===== src/rtl/pipe_pkg.sv =====
// Shared definitions for the pipeline sequencer.
//   state_e          : sequencer FSM states (RUN, DRAIN, HALTED)
//   HALT_INST        : encoding of the halt instruction seen in ID
//   DRAIN_CYCLES_DEF : default number of drain cycles after a halt
package pipe_pkg;

    typedef enum logic [1:0] {
        ST_RUN    = 2'd0,
        ST_DRAIN  = 2'd1,
        ST_HALTED = 2'd2
    } state_e;

    localparam logic [31:0] HALT_INST        = 32'hFFFF_FFFF;
    localparam int          DRAIN_CYCLES_DEF = 3;

endpackage : pipe_pkg


===== src/rtl/hazard_detect.sv =====
// Load-use hazard comparator (purely combinational).
// Ports:
//   i_ex_mem_read : instruction in EX is a load
//   i_ex_rt       : destination register of the load in EX
//   i_id_rs       : rs field of the instruction in ID
//   i_id_rt       : rt field of the instruction in ID
//   o_load_use    : ID consumes the register the EX load is writing
module hazard_detect (
    input  logic       i_ex_mem_read,
    input  logic [4:0] i_ex_rt,
    input  logic [4:0] i_id_rs,
    input  logic [4:0] i_id_rt,
    output logic       o_load_use
);

    // Register $zero is never really written, so a load targeting it
    // cannot create a dependency.
    assign o_load_use = i_ex_mem_read
                      & (i_ex_rt != 5'd0)
                      & ((i_ex_rt == i_id_rs) | (i_ex_rt == i_id_rt));

endmodule : hazard_detect


===== src/rtl/pipeline_sequencer.sv =====
// Pipeline sequencer: load-use stalls, branch flushes, halt/drain handling
// and performance counters for a classic 5-stage pipeline.
// Ports:
//   CLOCK, RESET         : rising-edge clock, asynchronous active-low reset
//   ID_Rs, ID_Rt         : source register fields of the ID instruction
//   Halt_D               : ID instruction is the halt encoding
//   EX_MemRead, EX_Rt    : load in EX and its destination register
//   BranchTaken_M        : branch resolved taken in MEM
//   PC_EN, IFID_EN       : write enables for PC and IF/ID
//   IFID_FLUSH, IDEX_FLUSH, EXMEM_FLUSH : insert a bubble in that register
//   HALTED               : program complete (left only through RESET)
//   CycleCount           : executed cycles, saturating
//   StallCount           : load-use stalls taken, saturating
module pipeline_sequencer
    import pipe_pkg::*;
#(
    parameter int DRAIN_CYCLES = DRAIN_CYCLES_DEF
) (
    input  logic        CLOCK,
    input  logic        RESET,
    input  logic [4:0]  ID_Rs,
    input  logic [4:0]  ID_Rt,
    input  logic        Halt_D,
    input  logic        EX_MemRead,
    input  logic [4:0]  EX_Rt,
    input  logic        BranchTaken_M,
    output logic        PC_EN,
    output logic        IFID_EN,
    output logic        IFID_FLUSH,
    output logic        IDEX_FLUSH,
    output logic        EXMEM_FLUSH,
    output logic        HALTED,
    output logic [31:0] CycleCount,
    output logic [15:0] StallCount
);

    localparam int CNT_W = (DRAIN_CYCLES < 2) ? 1 : $clog2(DRAIN_CYCLES + 1);

    state_e             r_state;
    state_e             w_next_state;
    logic [CNT_W-1:0]   r_drain_cnt;
    logic [31:0]        r_cycle_cnt;
    logic [15:0]        r_stall_cnt;

    logic               w_load_use;
    logic               w_stall_inc;
    logic               w_load_drain;
    logic               w_cancel_drain;

    hazard_detect u_hazard_detect (
        .i_ex_mem_read (EX_MemRead),
        .i_ex_rt       (EX_Rt),
        .i_id_rs       (ID_Rs),
        .i_id_rt       (ID_Rt),
        .o_load_use    (w_load_use)
    );

    // Next state and control outputs. Priority inside RUN is
    // branch > load-use > halt; DRAIN only reacts to a branch.
    always_comb begin
        // NOTE: every output of this block gets a default before the case so
        // no path leaves one unassigned, which would infer a latch.
        w_next_state   = r_state;
        PC_EN          = 1'b1;
        IFID_EN        = 1'b1;
        IFID_FLUSH     = 1'b0;
        IDEX_FLUSH     = 1'b0;
        EXMEM_FLUSH    = 1'b0;
        w_stall_inc    = 1'b0;
        w_load_drain   = 1'b0;
        w_cancel_drain = 1'b0;

        unique case (r_state)
            ST_RUN: begin
                if (BranchTaken_M) begin
                    IFID_FLUSH  = 1'b1;
                    IDEX_FLUSH  = 1'b1;
                    EXMEM_FLUSH = 1'b1;
                end else if (w_load_use) begin
                    PC_EN       = 1'b0;
                    IFID_EN     = 1'b0;
                    IDEX_FLUSH  = 1'b1;
                    w_stall_inc = 1'b1;
                end else if (Halt_D) begin
                    PC_EN        = 1'b0;
                    IFID_EN      = 1'b0;
                    w_load_drain = 1'b1;
                    w_next_state = ST_DRAIN;
                end
            end

            ST_DRAIN: begin
                if (BranchTaken_M) begin
                    // A taken branch ahead of the halt means the halt was on
                    // a wrong path: flush and resume fetching.
                    IFID_FLUSH     = 1'b1;
                    IDEX_FLUSH     = 1'b1;
                    EXMEM_FLUSH    = 1'b1;
                    w_cancel_drain = 1'b1;
                    w_next_state   = ST_RUN;
                end else begin
                    PC_EN      = 1'b0;
                    IFID_EN    = 1'b0;
                    IDEX_FLUSH = 1'b1;
                    // "<= 1" also terminates cleanly when DRAIN_CYCLES is 0.
                    if (r_drain_cnt <= CNT_W'(1)) begin
                        w_next_state = ST_HALTED;
                    end
                end
            end

            ST_HALTED: begin
                PC_EN       = 1'b0;
                IFID_EN     = 1'b0;
                IFID_FLUSH  = 1'b1;
                IDEX_FLUSH  = 1'b1;
                EXMEM_FLUSH = 1'b1;
            end

            default: begin
                w_next_state = ST_RUN;
            end
        endcase
    end

    // NOTE: sequential state uses non-blocking assignments so every register
    // samples pre-edge values regardless of statement order.
    always_ff @(posedge CLOCK or negedge RESET) begin
        if (!RESET) begin
            r_state <= ST_RUN;
        end else begin
            r_state <= w_next_state;
        end
    end

    always_ff @(posedge CLOCK or negedge RESET) begin
        if (!RESET) begin
            r_drain_cnt <= '0;
        end else if (w_load_drain) begin
            r_drain_cnt <= CNT_W'(DRAIN_CYCLES);
        end else if (w_cancel_drain) begin
            r_drain_cnt <= '0;
        end else if (r_state == ST_DRAIN && r_drain_cnt != '0) begin
            r_drain_cnt <= r_drain_cnt - CNT_W'(1);
        end
    end

    always_ff @(posedge CLOCK or negedge RESET) begin
        if (!RESET) begin
            r_cycle_cnt <= '0;
        end else if (r_state != ST_HALTED && r_cycle_cnt != 32'hFFFF_FFFF) begin
            r_cycle_cnt <= r_cycle_cnt + 32'd1;
        end
    end

    always_ff @(posedge CLOCK or negedge RESET) begin
        if (!RESET) begin
            r_stall_cnt <= '0;
        end else if (w_stall_inc && r_stall_cnt != 16'hFFFF) begin
            r_stall_cnt <= r_stall_cnt + 16'd1;
        end
    end

    assign HALTED     = (r_state == ST_HALTED);
    assign CycleCount = r_cycle_cnt;
    assign StallCount = r_stall_cnt;

endmodule : pipeline_sequencer


===== config.mk =====
export PLATFORM = sky130hd
export DESIGN_NAME = pipeline_sequencer
export DESIGN_NICKNAME = d
export VERILOG_FILES = /design/src/rtl/pipe_pkg.sv /design/src/rtl/hazard_detect.sv /design/src/rtl/pipeline_sequencer.sv
export SDC_FILE = /design/constraint.sdc
export NUM_CORES = 1
export LEC_CHECK = 0
export BUFFER_PORTS_ARGS = -buffer_cell sky130_fd_sc_hd__buf_2
export CAP_MARGIN = 10
export CORE_UTILIZATION = 53
export DETAILED_ROUTE_END_ITERATION = 10
export GPL_ROUTABILITY_DRIVEN = 0
export PLACE_DENSITY = 0.9
export SKIP_LAST_GASP = 1
export SLEW_MARGIN = 15
export SYNTH_ARGS = -nofsm -noshare
export SYNTH_HDL_FRONTEND = slang
export SYNTH_SLANG_ARGS = --single-unit

===== constraint.sdc =====
create_clock -name CLOCK -period 2.9 [get_ports CLOCK]
set_clock_uncertainty 0.2 [all_clocks]
set_input_delay 0.145 -clock CLOCK [delete_from_list [all_inputs] [get_ports CLOCK]]
set_output_delay 0.145 -clock CLOCK [all_outputs]
set_load 0.02 [all_outputs]

==> results.sh, run 1 <==
export IMPL_dpl_hpwl_um=4810
export IMPL_cts_htree_levels=2
export IMPL_synth_xor_area_share_pct=16.2
export IMPL_grt_pass1_wl_um=10200
export IMPL_synth_top_cell_area_share_pct=45.4
export IMPL_swShare_pct=37.4
export IMPL_end_kind="register"
export IMPL_drive_gt1_share_pct=27.0
export IMPL_synth_compound_area_share_pct=6.81
export IMPL_power_frac_clock_pct=22.0
export IMPL_cts_path_max_buffers=2
export IMPL_layout_nets=397
export IMPL_io_pins=74
export IMPL_portBuffers=73
export IMPL_drtIter0Drc=151
export IMPL_synthArstFlopShare_pct=100
export IMPL_syn_cell_area_sq_mm=0.00287
export IMPL_worstPathArrival_ns=2.61
export IMPL_ys_types=50
export IMPL_ir_drop_uv=511
export IMPL_synth_fa_ha_area_share_pct=3.49
export IMPL_initial_core_util_pct=55.4
export IMPL_seq_power_share_pct=42.2
export IMPL_slew_headroom_pct=56.2
export IMPL_drv_cap=0
export IMPL_hp_class="primary input to register"
export IMPL_fin_crit_ns=2.62
export IMPL_min_period_over_period_pct=90.2
export IMPL_ys_flop_type="dfrtp_1"
export IMPL_worstSetupPathType="register to register"
export IMPL_diodes=0
export IMPL_synth_top_family_by_area="simple AND/OR/NAND/NOR gates"
export IMPL_yosys_area_share_simple_pct=25.2
export IMPL_dieWidth_um=75.5
export IMPL_fmax_ghz=0.382
export IMPL_grtUsageTotal_pct=23.5
export IMPL_finalNonFillerCells=440
export IMPL_p_int_mw=1.41
export IMPL_dp_cells=430
export IMPL_die_height_um=75.5
export IMPL_vias_per_cell=5.74
export IMPL_drc=0
export IMPL_p_switching_uw=842
export IMPL_fin_setup_tns_ns=0
export IMPL_synth_edff_count=0
export IMPL_grt_pass1_vias=2300
export IMPL_required_ns=2.89
export IMPL_tightest_slew_ns=0.651
export IMPL_cts_tree="yes"
export IMPL_status="complete, no violations"
export IMPL_ys_ff_latch=52
export IMPL_combPwrFrac_pct=35.8
export IMPL_cts_buffers=5
export IMPL_syn_avg_cell_area_sq_um=9.99
export IMPL_fp_dieArea_sq_mm=0.00571
export IMPL_grt_overflow=0
export IMPL_min_path_cells=3
export IMPL_synthMuxAreaShare_pct=0.786
export IMPL_firstDrtPassIters=4
export IMPL_postRouteAntennaNets=0
export IMPL_ys_warn_count=0
export IMPL_synth_cells=287
export IMPL_vias=2526
export IMPL_p_leak_nw=1.67
export IMPL_yosysTopAreaCell="dfrtp_1"
export IMPL_path_clk_slew_ns=0.09
export IMPL_postCtsResizedCells=0
export IMPL_critPathMaxFanout=5
export IMPL_grt_max_degree=53
export IMPL_synthTopCellsByArea="dfrtp_1 (45%), xnor2_1 (13%), nand4_1 (4.4%)"
export IMPL_grt_antenna_before_repair=0
export IMPL_fill_cells=423
export IMPL_cts_root_buf="clkbuf_8"
export IMPL_cts_sinks=52
export IMPL_rows=26
export IMPL_rsz0062_at_grt="no"
export IMPL_core_area_sq_mm=0.00517
export IMPL_synth_seq_area_share_pct=45.4
export IMPL_synth_nets=315
export IMPL_totalWireLength_um=6420
export IMPL_clk_latency_ns=0.31
export IMPL_finalMaxSlewViolations=0
export IMPL_start_kind="register"
export IMPL_final_setup_viol_count=0
export IMPL_reg2reg_depth=8
export IMPL_area_growth_pct=20.9
export IMPL_wire_per_inst_um=14.6
export IMPL_hold_viol=0
export IMPL_pwr_density_cell_mw_per_mm2=650
==> per-layer routing <==
metal	track usage (%)	vias to the layer above	wire length, um
li1	-	1200	-
met1	29.1	1219	2770
met2	39.7	89	3180
met3	5.29	18	310
met4	10.1	0	161
met5	0	-	0
==> sequential cells by signal, summed over array words and instances, names as in the netlist <==
name and cells:
r_drain_cnt 2, StallCount 16, r_state 2, CycleCount 32
==> cells in the final DEF, fill, tap and decap left out, types with 8 or more instances in the layout <==
cell type	instances
buf_2	73
and3_1	12
dfrtp_1	52
ha_1	8
nand2_1	25
xnor2_1	44
nand4_1	20
nand3_1	21
nor2_1	16
xor2_1	9
nor3_1	8
==> cells in the mapped netlist (2+ instances only) <==
cell / count
dfrtp_1: 52
xnor2_1: 44
nand2_1: 25
nand3_1: 21
nand4_1: 20
nor2_1: 16
and3_1: 12
xor2_1: 9
ha_1: 8
nor3_1: 8
inv_1: 7
a21oi_1: 6
clkbuf_1: 4
a31oi_1: 3
nor4_1: 3
o22ai_1: 3
a211o_1: 2
a211oi_1: 2
and4_1: 2
buf_4: 2
mux2_2: 2
nor2_2: 2
nor2b_1: 2
nor3b_1: 2
o21a_1: 2
o21bai_1: 2
or2_2: 2
or3_1: 2
==> logic make-up after synthesis <==
kind of cell             count (synthesis)
buffers and inverters                   14
AO/OA/AOI/OAI                           28
flip-flops                              52
XOR/XNOR                                53
AND/OR/NAND/NOR                        130
multiplexers                             2
adder cells (fa/ha/maj)                  8
==> power by group through the flow <==
stage / clock, mW / sequential [mW] / combinational (mW)
2_1_floorplan: 0 / 1.01 / 0.493
3_3_place_gp: 0 / 0.946 / 0.763
3_5_place_dp: 0 / 0.958 / 0.798
4_1_cts: 0.503 / 0.948 / 0.811
5_1_grt: 0.535 / 0.966 / 0.881
6_report: 0.495 / 0.951 / 0.805
==> worst paths after layout <==
check / from / to / slack, ns
setup / recovery: r_state[0] / CycleCount[29] / 0.28
min in group asynchronous: RESET / CycleCount[29] / 0.28
max in group asynchronous: RESET / CycleCount[10] / 1.79
hold / removal: BranchTaken_M / r_drain_cnt[1] / 0.08
hold reg to reg: StallCount[14] / StallCount[14] / 0.31
setup reg to reg: r_state[0] / CycleCount[29] / 0.28
==> worst max-delay path: stages, from the launching register on <==
cell	delay [ns]
dfrtp_1	0.43
inv_1	0.09
ha_1	0.27
and3b_1	0.25
nand4_1	0.18
a2111oi_0	0.58
buf_4	0.22
nand4_1	0.12
xnor2_1	0.16
==> stage by stage <==
stage / hold WS [ns] / util, % / instance area, sq um / setup WS [ns] / power (mW)
2_1_floorplan: -0.351 / - / 2870 / 0.401 / 1.50
3_3_place_gp: 0.0893 / 64.5 / 3340 / 0.458 / 1.71
3_5_place_dp: 0.0928 / 64.5 / 3340 / 0.319 / 1.76
4_1_cts: 0.0784 / 67.0 / 3460 / 0.312 / 2.26
5_1_grt: 0.0989 / 67.0 / 3460 / 0.140 / 2.38
6_report: 0.0830 / 67.0 / 3460 / 0.283 / 2.25
==> area by class of cell <==
type	count	area (sq um)	area share, %
tap	70	87.6	2.53
timing repair buffer	82	438	12.6
sequential	52	1300	37.6
clock buffer	6	72.6	2.09
inverter	7	26.3	0.758
multi-input combinational	221	1500	43.4
clock inverter	2	35.0	1.01
==> what timing repair did <==
item	4_1_cts	5_1_grt
setup buffers	0	0
endpoints found under the hold margin	54	0
hold buffers	2	0
No activity file was read; power rests on OpenSTA's default activity.
==> inputs of run 2 (changes only) <==
CORE_UTILIZATION = 49   (was 53)
PLACE_DENSITY = 0.85   (was 0.9)
==> run 2 against run 1 <==
Effect of this change:
- first-iteration DRC count fell by 31%
- combinational power fell by 2.6%
- largest cell class unchanged
- largest power group unchanged
- sequential share of layout area rose by 0.26 points
- highest routed layer unchanged
==> results.sh, run 2 (synthesis gave the netlist of run 1 again) <==
export IMPL_status="complete, no violations"
export IMPL_cts_root_buf="clkbuf_8"
export IMPL_path_clk_slew_ns=0.09
export IMPL_largest_reg_flops=32
export IMPL_postRouteAntennaNets=0
export IMPL_required_ns=2.92
export IMPL_dpl_hpwl_um=4630
export IMPL_post_cts_buffers=0
export IMPL_portBuffers=73
export IMPL_grtUsageTotal_pct=22.0
export IMPL_rsz0062_at_grt="no"
export IMPL_dp_cells=432
export IMPL_grt_antenna_before_repair=0
export IMPL_firstDrtPassIters=4
export IMPL_layout_setup_ws_ns=0.255
export IMPL_vias_per_cell=5.52
export IMPL_worstSetupPathType="register to register"
export IMPL_critical_path_buf_inv_count=1
export IMPL_fp_dieArea_sq_mm=0.00616
export IMPL_clk_latency_ns=0.31
export IMPL_wire_per_inst_um=14.0
export IMPL_ir_drop_uv=422
export IMPL_final_setup_viol_count=0
export IMPL_final_cell_mix="buf_2 (73), dfrtp_1 (52), xnor2_1 (44), nand2_1 (25), nand3_1 (21)"
export IMPL_fin_crit_ns=2.65
export IMPL_worstPathArrival_ns=2.67
export IMPL_fmax_ghz=0.378
export IMPL_layout_commonest_cell="buf_2"
export IMPL_min_period_over_period_pct=91.2
export IMPL_cts_tree="yes"
export IMPL_slowest_delay_ns=0.53
export IMPL_critical_path_top_delay_family="simple AND/OR/NAND/NOR gates"
export IMPL_initial_core_util_pct=51.4
export IMPL_totalWireLength_um=6180
export IMPL_layout_nets=397
export IMPL_dp_slack_ns=0.280
export IMPL_core_area_sq_mm=0.00557
export IMPL_finalMaxSlewViolations=0
export IMPL_cts_htree_levels=2
export IMPL_grt_pass1_wl_um=10700
export IMPL_cpMaxStageDelayCell="or4_4"
export IMPL_drv_cap=0
export IMPL_drc=0
export IMPL_hp_start="BranchTaken_M"
export IMPL_tightest_slew_ns=0.968
export IMPL_finalNonFillerCells=441
export IMPL_area_growth_pct=20.0
export IMPL_timing_rr_start="r_state[0]"
export IMPL_r2r_slack_ns=0.25
export IMPL_start_kind="register"
export IMPL_vias=2436
export IMPL_crit_path_start="r_state[0]"
export IMPL_io_pins=74
export IMPL_grt_overflow=0
export IMPL_dieWidth_um=78.5
export IMPL_hp_class="primary input to register"
export IMPL_cts_path_max_buffers=2
export IMPL_slew_headroom_pct=35.2
export IMPL_cp_cell_sequence="inv_1 -> ha_1 -> and3b_1 -> or4b_4 -> or4_4 -> nor2_2 -> xor2_1"
export IMPL_critPathMaxFanout=5
export IMPL_p_leak_nw=1.65
export IMPL_grt_max_degree=30
export IMPL_diodes=0
export IMPL_hold_viol=0
export IMPL_drive_gt1_share_pct=27.1
export IMPL_die_height_um=78.5
export IMPL_rows=27
export IMPL_grt_pass1_vias=2322
export IMPL_fin_setup_tns_ns=0
export IMPL_cts_buffers=5
export IMPL_pwr_density_cell_mw_per_mm2=620
export IMPL_end_kind="register"
export IMPL_drtIter0Drc=104
export IMPL_cts_sinks=52
-- run 2: changes by cell type in the layout (fill, tap and decap cells not counted) --
cell | previous run | this run
clkbuf_1 | 1 | 0
clkinvlp_4 | 0 | 1
bufinv_16 | 1 | 0
-- run 2: metrics by stage --
step	utilization (%)	cell area, sq um	total power [mW]	hold WS [ns]
6_report	61.7	3440	2.13	0.0763
5_1_grt	61.7	3440	2.26	0.0938
4_1_cts	61.7	3440	2.14	0.0665
3_5_place_dp	59.9	3340	1.73	-0.0461
3_3_place_gp	59.9	3340	1.71	-0.0565
2_1_floorplan	-	2870	1.50	-0.351
-- run 2: area by class of cell --
type	instances	area (sq um)
fill	469	2130
multi-input combinational	221	1500
sequential	52	1300
timing repair buffer	82	438
tap	72	90.1
clock buffer	5	68.8
inverter	7	26.3
clock inverter	2	12.5
-- run 2: repair_timing --
action / 4_1_cts / 5_1_grt
gates resized for setup: 0 / 0
endpoints found under the hold margin: 25 / 0
hold buffers: 2 / 0
-- run 2: per-layer routing --
metal / vias up / global-route usage, % / part of all wire [%]
met2: 87 / 37.2 / 49
met4: 0 / 9.07 / 1.8
met5: - / 0 / 0
met3: 10 / 4.07 / 4.9
met1: 1152 / 27.5 / 44
li1: 1187 / - / -
-- run 2: tightest hold or removal path, cell delays in order --
cell and delay, ns:
buf_2 0.19, nand3b_1 0.15, o21bai_1 0.06
-- run 2: path summary, 6_finish.rpt --
check,end,cells after the start
worst max register to register,CycleCount[28],7
worst max-delay path,CycleCount[28],7
min in group asynchronous,CycleCount[31],2
max in group asynchronous,CycleCount[0],3
worst min register to register,StallCount[14],1
worst min-delay path,r_drain_cnt[0],3
-- run 2: power by group --
| part | leakage [nW] | switching [mW] | internal, mW |
|---|---|---|---|
| registers | 0.705 | 0.129 | 0.817 |
| logic | 0.907 | 0.455 | 0.328 |
| clock network | 0.0400 | 0.240 | 0.164 |
| total | 1.65 | 0.825 | 1.31 |
